**src/rtl/edge_detect_multi_amisha.sv**
```systemverilog
// Multi-channel synchronised edge detector with per-channel mode, sticky pending flags and a
// saturating event counter. Define EDGE_DEBOUNCE_EN to add per-channel debounce (RISE_WAIT/FALL_WAIT).
module edge_detect_multi_amisha #(
  parameter int CH          = 4,
  parameter int SYNC_STAGES = 2,
  parameter int COUNT_W     = 8,
  parameter int DB_CYCLES   = 4
) (
  input  logic                 clk_amisha,
  input  logic                 reset_n_amisha,
  input  logic [CH-1:0]        level_amisha,
  input  logic [2*CH-1:0]      mode_amisha,
  input  logic [CH-1:0]        clr_amisha,
  input  logic                 count_clr_amisha,
  output logic [CH-1:0]        tick_amisha,
  output logic [CH-1:0]        dir_amisha,
  output logic [CH-1:0]        pend_amisha,
  output logic                 any_tick_amisha,
  output logic [COUNT_W-1:0]   count_amisha,
  output logic [2*CH-1:0]      fsm_state_amisha
);

  typedef enum logic [1:0] {
    ST_LOW       = 2'd0,
    ST_RISE_WAIT = 2'd1,
    ST_HIGH      = 2'd2,
    ST_FALL_WAIT = 2'd3
  } state_t;

  localparam int SUM_W = COUNT_W + $clog2(CH + 1);
  localparam logic [COUNT_W-1:0] CNT_MAX = '1;

  if (CH < 1 || SYNC_STAGES < 2 || DB_CYCLES < 1) begin : g_param_check
    $error("edge_detect_multi_amisha: illegal parameter value");
  end

  logic [CH-1:0]      sync_q [SYNC_STAGES];
  logic [CH-1:0]      s;
  state_t             state_q [CH];
  state_t             state_d [CH];
  logic [CH-1:0]      rise_d, fall_d, tick_d, dir_d, pend_d;
  logic [SUM_W-1:0]   pop_d, sum_d;
  logic [COUNT_W-1:0] count_d;

`ifdef EDGE_DEBOUNCE_EN
  localparam int DB_W = $clog2(DB_CYCLES + 1);
  logic [DB_W-1:0] db_q [CH];
  logic [DB_W-1:0] db_d [CH];
`endif

  assign s = sync_q[SYNC_STAGES-1];

  always_ff @(posedge clk_amisha or negedge reset_n_amisha) begin
    if (!reset_n_amisha) begin
      for (int k = 0; k < SYNC_STAGES; k++) sync_q[k] <= '0;
    end else begin
      sync_q[0] <= level_amisha;
      for (int k = 1; k < SYNC_STAGES; k++) sync_q[k] <= sync_q[k-1];
    end
  end

  // The FSM tracks the level unconditionally; mode only qualifies what gets reported.
  always_comb begin
    rise_d = '0;
    fall_d = '0;
    tick_d = '0;
    dir_d  = '0;
    for (int i = 0; i < CH; i++) begin
      state_d[i] = state_q[i];
`ifdef EDGE_DEBOUNCE_EN
      db_d[i] = db_q[i];
`endif
      case (state_q[i])
        ST_LOW: begin
          if (s[i]) begin
`ifdef EDGE_DEBOUNCE_EN
            if (DB_CYCLES == 1) begin
              state_d[i] = ST_HIGH;
              rise_d[i]  = 1'b1;
            end else begin
              state_d[i] = ST_RISE_WAIT;
              db_d[i]    = DB_W'(1);
            end
`else
            state_d[i] = ST_HIGH;
            rise_d[i]  = 1'b1;
`endif
          end
        end
        ST_HIGH: begin
          if (!s[i]) begin
`ifdef EDGE_DEBOUNCE_EN
            if (DB_CYCLES == 1) begin
              state_d[i] = ST_LOW;
              fall_d[i]  = 1'b1;
            end else begin
              state_d[i] = ST_FALL_WAIT;
              db_d[i]    = DB_W'(1);
            end
`else
            state_d[i] = ST_LOW;
            fall_d[i]  = 1'b1;
`endif
          end
        end
`ifdef EDGE_DEBOUNCE_EN
        ST_RISE_WAIT: begin
          if (!s[i]) begin
            state_d[i] = ST_LOW;
            db_d[i]    = '0;
          end else if (db_q[i] + DB_W'(1) == DB_W'(DB_CYCLES)) begin
            state_d[i] = ST_HIGH;
            db_d[i]    = '0;
            rise_d[i]  = 1'b1;
          end else begin
            db_d[i] = db_q[i] + DB_W'(1);
          end
        end
        ST_FALL_WAIT: begin
          if (s[i]) begin
            state_d[i] = ST_HIGH;
            db_d[i]    = '0;
          end else if (db_q[i] + DB_W'(1) == DB_W'(DB_CYCLES)) begin
            state_d[i] = ST_LOW;
            db_d[i]    = '0;
            fall_d[i]  = 1'b1;
          end else begin
            db_d[i] = db_q[i] + DB_W'(1);
          end
        end
`endif
        default: state_d[i] = ST_LOW;
      endcase
      tick_d[i] = (rise_d[i] & mode_amisha[2*i]) | (fall_d[i] & mode_amisha[2*i+1]);
      dir_d[i]  = rise_d[i] & mode_amisha[2*i];
    end
  end

  // Set wins over clear so an event arriving with a clear is never lost.
  always_comb begin
    pend_d = (pend_amisha & ~clr_amisha) | tick_d;
    pop_d  = '0;
    for (int i = 0; i < CH; i++) pop_d = pop_d + SUM_W'(tick_d[i]);
    sum_d  = (count_clr_amisha ? '0 : SUM_W'(count_amisha)) + pop_d;
    count_d = (sum_d > SUM_W'(CNT_MAX)) ? CNT_MAX : sum_d[COUNT_W-1:0];
  end

  always_ff @(posedge clk_amisha or negedge reset_n_amisha) begin
    if (!reset_n_amisha) begin
      for (int i = 0; i < CH; i++) begin
        state_q[i] <= ST_LOW;
`ifdef EDGE_DEBOUNCE_EN
        db_q[i] <= '0;
`endif
      end
      tick_amisha     <= '0;
      dir_amisha      <= '0;
      pend_amisha     <= '0;
      any_tick_amisha <= 1'b0;
      count_amisha    <= '0;
    end else begin
      for (int i = 0; i < CH; i++) begin
        state_q[i] <= state_d[i];
`ifdef EDGE_DEBOUNCE_EN
        db_q[i] <= db_d[i];
`endif
      end
      tick_amisha     <= tick_d;
      dir_amisha      <= dir_d;
      pend_amisha     <= pend_d;
      any_tick_amisha <= |tick_d;
      count_amisha    <= count_d;
    end
  end

  always_comb begin
    fsm_state_amisha = '0;
    for (int i = 0; i < CH; i++) fsm_state_amisha[2*i +: 2] = state_q[i];
  end

endmodule
```
**config.mk**
```make
export PLATFORM = sky130hd
export DESIGN_NAME = edge_detect_multi_amisha
export DESIGN_NICKNAME = d
export VERILOG_FILES = /design/src/rtl/edge_detect_multi_amisha.sv
export SDC_FILE = /design/constraint.sdc
export NUM_CORES = 1
export LEC_CHECK = 0
export ABC_AREA = 1
export CORE_MARGIN = 3
export CORE_UTILIZATION = 41
export CTS_CLUSTER_SIZE = 25
export DETAILED_ROUTE_END_ITERATION = 7
export PLACE_DENSITY = 0.8
export SYNTH_ARGS = -nofsm -noshare
export SYNTH_HDL_FRONTEND = slang
export SYNTH_SLANG_ARGS = --single-unit
export TNS_END_PERCENT = 30
```
**constraint.sdc**
```tcl
create_clock -name clk_amisha -period 2.6 [get_ports clk_amisha]
set_input_delay 0.52 -clock clk_amisha [delete_from_list [all_inputs] [get_ports clk_amisha]]
set_output_delay 0.52 -clock clk_amisha [all_outputs]
set_load 0.005 [all_outputs]
```
==> results.toml, run 1 <==
[clock_network]
path_clk_slew_ps = 70
numClockSinks = 33
cts_htree_levels = 2
cts_buffer_depth = 2
cts_buffers = 5
cts_tree = "built"
clock_latency_ps = 290
cts_root_buf = "clkbuf_8"

[logic_synthesis]
ys.flop_type = "dfrtp_1"
synth_top_cell_by_area = "dfrtp_1"
synthArstFlopShare_pct = 100
yosysUniqueCellTypes = 24
synth_top_area_share_pct = 52.5
synthTopCellsByArea = "dfrtp_1 52%, ha_1 7.9%, inv_1 7.4%"
synth_most_common_cell = "dfrtp_1"
netlist_area_mm2 = 0.00157
syn-instance-count = 156
synth_edf_count = 0
yosys_warnings = 0
ys_seq_area_share_pct = 52.5
avgSynthCellArea_um2 = 10.1
synth_common_cells = "33 x dfrtp_1, 31 x inv_1, 22 x nand2_1"
synth-seq-cells = 33

[critical_path]
rr_worst_depth = 14
end_kind = "flop"
arrival_ps = 2680
timing.rr.start = "fsm_state_amisha[1]$_DFFE_PN0P_"
rr_endpoint = "count_amisha[6]$_DFF_PN0_"
cp_data_required_time_ps = 2780
timing_worst_setup_path_type = "primary input to flop"
critPathLaunchType = "primary input"
max_stage_delay_ps = 530
cp_slowest_cell = "fa_1"
reg2reg_setup_slack_ps = 140
crit_family = "adder cells"
cp_max_fo = 4
crit_chain = "clkdlybuf4s50_1 -> inv_1 -> o21ai_4 -> fa_1 -> inv_1 -> fa_2 -> inv_2 -> fa_2 -> inv_2 -> nor2_4 -> nand3b_1 -> nand2_1 -> nand2_1"
cp.buffers_inverters = 5

[die]
start_util_pct = 44.7
io_pins = 48
die_h_um = 68.0
num_rows = 21
coreArea_mm2 = 0.00352
chipWidth_um = 68.0
fp.dieArea_mm2 = 0.00462

[finish]
design_area_mm2 = 0.00229
drive_above_1_share_pct = 24.8
diodes = 0
nets = 250
area_delta_synth_final_pct = 45.8
fin_util_pct = 65.2
final_cells = 264

[status]
outcome = "completed"

[global_route]
overflow = 0
grtUsageMet1_pct = 17.6
grtUsageMet3_pct = 5.09
grt_max_degree = 34
busiest_layer = "met2"
antenna_found_initial = 0
grt_pass1_wl_mm = 5.07
grt_pass1_vias = 1194
gr-usage-met2_pct = 24.7
track_usage_pct = 15.3

[sta]
max_freq_mhz = 401
fin_ws_ps = 103
final.setup_skew_ps = 8.64
hold_viol = 0
slew_viol_final = 0
setup_viol = 0
finalCritPeriodShare_pct = 96.0
min_period_ps = 2500

[placed_design]
post_dp_cell_area_mm2 = 0.00211
dpl.cell_count = 253
hpwl_mm = 2.26
pre_cts_slack_ps = -433
io_buffers = 43
place.gp.congestion = 0.826

[drt]
routedWlPerCell_um = 11.4
firstDrtPassIters = 4
antenna_left = 0
vias = 1157
drt-total-wl_mm = 3.02
drc = 0
viasPerCell = 4.38
drt_iter0_markers = 46

[power_and_ir_drop]
leakage_nw = 1.17
powerDensity_mw_per_mm2 = 841
ir_drop_v = 0.000540
finalPower_mw = 1.93

[min_path]
min_to = "s[2]$_DFF_PN0_"
hp-start = "sync_q[6]$_DFF_PN0_"
hold_depth = 0
hp-class = "flop to flop"

[flow_run]
cap_violations = 0
cell type report:
class                           instances  area [um2]
Inverter                               41         154
Fill cell                             291        1230
Tap cell                               46        57.6
Clock buffer                            5        68.8
Clock inverter                          2        35.0
Timing Repair Buffer                   57         538
Multi-Input combinational cell         80         616
Sequential cell                        33         826
flip-flops by register name, indices dropped and copies added, names as in the netlist:
register / cells
dir_amisha: 4
sync_q: 4
count_amisha: 8
s: 4
tick_amisha: 4
pend_amisha: 4
fsm_state_amisha: 4
any_tick_amisha: 1
metrics by stage:
stage | hold slack, ps | TNS [ps]
6_report | 353 | 0
4_1_cts | 350 | 0
3_3_place_gp | 334 | -2710
2_1_floorplan | 224 | 0
3_5_place_dp | 336 | -3160
5_1_grt | 353 | -10.5
power by group:
| part | switching [mW] | internal (mW) |
|---|---|---|
| Clock | 0.178 | 0.278 |
| Sequential | 0.0742 | 0.636 |
| Combinational | 0.311 | 0.452 |
what timing repair did:
action                                  CTS  global route
pin swaps                                 2             7
cloned                                    0             0
setup buffers                             2             2
resized for setup                         5            10
endpoints found under the setup margin    8             8
hold buffers                              0             0
hold endpoints to repair                  0             0
worst max path at each step:
stage / endpoint / cells past startpoint / from / slack [ps]
after detailed placement: count_amisha[6]$_DFF_PN0_ / 13 / mode_amisha[0] / -430
after global routing: count_amisha[6]$_DFF_PN0_ / 14 / fsm_state_amisha[1]$_DFFE_PN0P_ / -10
after floorplan: count_amisha[6]$_DFF_PN0_ / 14 / fsm_state_amisha[1]$_DFFE_PN0P_ / 5
final: count_amisha[6]$_DFF_PN0_ / 13 / mode_amisha[1] / 100
after CTS: count_amisha[6]$_DFF_PN0_ / 14 / fsm_state_amisha[1]$_DFFE_PN0P_ / 4
after global placement: count_amisha[6]$_DFF_PN0_ / 13 / mode_amisha[0] / -360
placed cells by master (no fill, tap or decap), drive strengths merged:
| cell type | n |
|---|---|
| a21oi | 1 |
| buf | 14 |
| bufinv | 1 |
| clkbuf | 5 |
| clkdlybuf4s50 | 42 |
| clkinv | 1 |
| conb | 4 |
| dfrtp | 33 |
| dlymetal6s2s | 1 |
| fa | 3 |
| ha | 10 |
| inv | 41 |
| nand2 | 24 |
| nand3 | 11 |
| nand3b | 1 |
| nor2 | 10 |
| o211ai | 1 |
| o21ai | 10 |
| o21bai | 1 |
| xnor2 | 4 |
routing by layer:
| layer | vias to the layer above | routed length, um |
|---|---|---|
| met4 | 0 | 65 |
| met5 | - | 0 |
| met1 | 531 | 1230 |
| met3 | 7 | 209 |
| li1 | 577 | - |
| met2 | 42 | 1510 |
kinds of logic after synthesis:
group                      count (synthesis)  synth area share, %
and+or+nand+nor                           46                 15.4
xor gates and xnor gates                   4                 2.23
AOI/OAI and AO/OA                         13                 5.49
adders and majority gates                 13                 11.8
buffers and inverters                     46                 12.4
DFF                                       33                 52.5
other                                      1                0.238
No activity file was read; power rests on OpenSTA's default activity.
==> run 2: changes to the inputs <==
--- a/config.mk
+++ b/config.mk
@@ -6,7 +6,6 @@
 export NUM_CORES = 1
 export LEC_CHECK = 0
 export ABC_AREA = 1
-export CORE_MARGIN = 3
 export CORE_UTILIZATION = 41
 export CTS_CLUSTER_SIZE = 25
 export DETAILED_ROUTE_END_ITERATION = 7
==> results.toml, run 2 (synthesis gave the netlist of run 1 again) <==
[global_route]
grt_max_degree = 34
track_usage_pct = 17.8
grtUsageMet1_pct = 19.4
grt_pass1_vias = 1272
overflow = 0
busiest_layer = "met2"
gr-usage-met2_pct = 32.3
grt_pass1_wl_mm = 5.48
antenna_found_initial = 0
grtUsageMet3_pct = 5.89

[finish]
area_delta_synth_final_pct = 50.6
nets = 263
diodes = 0
fin_util_pct = 64.8
final_cell_mix = "42 x clkdlybuf4s50_1, 33 x dfrtp_1, 29 x inv_1, 26 x buf_4, 18 x nand2_1"
largest_reg_flops = 8
final_cells = 278
fillCellCount = 292
top_register = "count_amisha"
final_common_cell = "clkdlybuf4s50_1"
drive_above_1_share_pct = 29.6

[clock_network]
cts_root_buf = "clkbuf_8"
hold_buffers = 0
path_clk_slew_ps = 60
cts_htree_levels = 2
cts_buffer_depth = 2
cts_tree = "built"
clock_latency_ps = 280
cts_buffers = 5
numClockSinks = 33

[die]
coreArea_mm2 = 0.00366
chipWidth_um = 64.0
fp.dieArea_mm2 = 0.00409
num_rows = 22
start_util_pct = 43.0
die_h_um = 64.0
io_pins = 48

[critical_path]
timing_worst_setup_path_type = "flop to flop"
arrival_ps = 2730
end_kind = "flop"
cp_max_fo = 3
critPathLaunchType = "flop"
cp_data_required_time_ps = 2820

[min_path]
hp-class = "flop to flop"

[drt]
drc = 0
drt-total-wl_mm = 3.17
drt_iter0_markers = 71
vias = 1228
firstDrtPassIters = 4
viasPerCell = 4.42
antenna_left = 0
routedWlPerCell_um = 11.4

[sta]
rsz0062_at_grt = "yes"
finalCritPeriodShare_pct = 96.3
fin_setup_tns_ps = 0
hold_viol = 0
setup_viol = 0
slew_viol_final = 0
final.setup_skew_ps = 3.86
max_freq_mhz = 399
min_period_ps = 2500

[placed_design]
place.gp.congestion = 0.811
io_buffers = 43
hpwl_mm = 2.12
dpl.cell_count = 256

[status]
outcome = "completed"

[power_and_ir_drop]
leakage_nw = 1.22
ir_drop_v = 0.000565
powerDensity_mw_per_mm2 = 793

[flow_run]
cap_violations = 0
-- run 2: cell types whose count changed in the layout (fill, tap and decap cells not counted), sizes merged --
cell | previous run | this run
buf | 14 | 27
bufinv | 1 | 0
-- run 2: repair_timing --
| item | CTS | global route |
|---|---|---|
| pin swaps | 4 | 9 |
| setup buffers | 16 | 2 |
| endpoints found under the setup margin | 8 | 9 |
| gates resized for setup | 4 | 14 |
-- run 2: cell type report --
type	count	area (um2)	share of cell area [%]
Sequential cell	33	826	34.8
Timing Repair Buffer	70	639	27.0
Multi-Input combinational cell	80	618	26.1
Tap cell	48	60.1	2.53
Inverter	41	154	6.49
Clock buffer	5	68.8	2.90
Clock inverter	1	5.00	0.211
-- run 2: through the flow --
step	power (mW)	setup slack, ps	instance area [um2]	hold slack (ps)
after floorplan	1.03	4.71	1590	224
after global placement	1.40	-395	2120	332
after detailed placement	1.42	-435	2120	335
after CTS	1.84	7.09	2320	350
after global routing	2.02	-41.1	2370	362
final	1.88	96.5	2370	348
-- run 2: final timing paths --
check                      cells past startpoint                        end                             from  slack [ps]
setup / recovery                              18    dir_amisha[0]$_DFF_PN0_  fsm_state_amisha[1]$_DFFE_PN0P_         100
setup reg to reg                              18    dir_amisha[0]$_DFF_PN0_  fsm_state_amisha[1]$_DFFE_PN0P_         100
hold reg to reg                                0             s[2]$_DFF_PN0_              sync_q[6]$_DFF_PN0_         350
max in group asynchronous                      2  count_amisha[1]$_DFF_PN0_                   reset_n_amisha        1640
min in group asynchronous                      2  count_amisha[0]$_DFF_PN0_                   reset_n_amisha         660
hold / removal                                 0             s[2]$_DFF_PN0_              sync_q[6]$_DFF_PN0_         350
-- run 2: worst max-delay path, cell delays in order, from the launching register on --
cell	delay [ps]
dfrtp_1	400
inv_1	70
ha_2	190
nand2_4	70
buf_6	120
buf_4	120
buf_4	120
buf_4	120
buf_4	120
buf_4	120
buf_4	120
buf_4	120
buf_4	120
buf_4	120
buf_4	120
buf_4	120
buf_4	120
buf_4	130
inv_2	40
-- run 2: power by group --
part	internal, mW	switching (mW)	leakage (nW)	total [mW]
logic	0.491	0.333	0.763	0.824
clock network	0.176	0.170	0.0399	0.346
registers	0.637	0.0741	0.413	0.711
-- run 2: per-layer routing --
| layer | part of all wire, % | wire, um |
|---|---|---|
| met1 | 40 | 1250 |
| met4 | 0.92 | 29 |
| met5 | 0 | 0 |
| met3 | 5.3 | 168 |
| met2 | 54 | 1710 |
==> run 3: changes to the inputs <==
--- a/config.mk
+++ b/config.mk
@@ -7,7 +7,6 @@
 export LEC_CHECK = 0
 export ABC_AREA = 1
 export CORE_UTILIZATION = 41
-export CTS_CLUSTER_SIZE = 25
 export DETAILED_ROUTE_END_ITERATION = 7
 export PLACE_DENSITY = 0.8
 export SYNTH_ARGS = -nofsm -noshare
==> results of run 3 <==
Same layout as run 2: the final DEF is identical, and so are final timing and power.
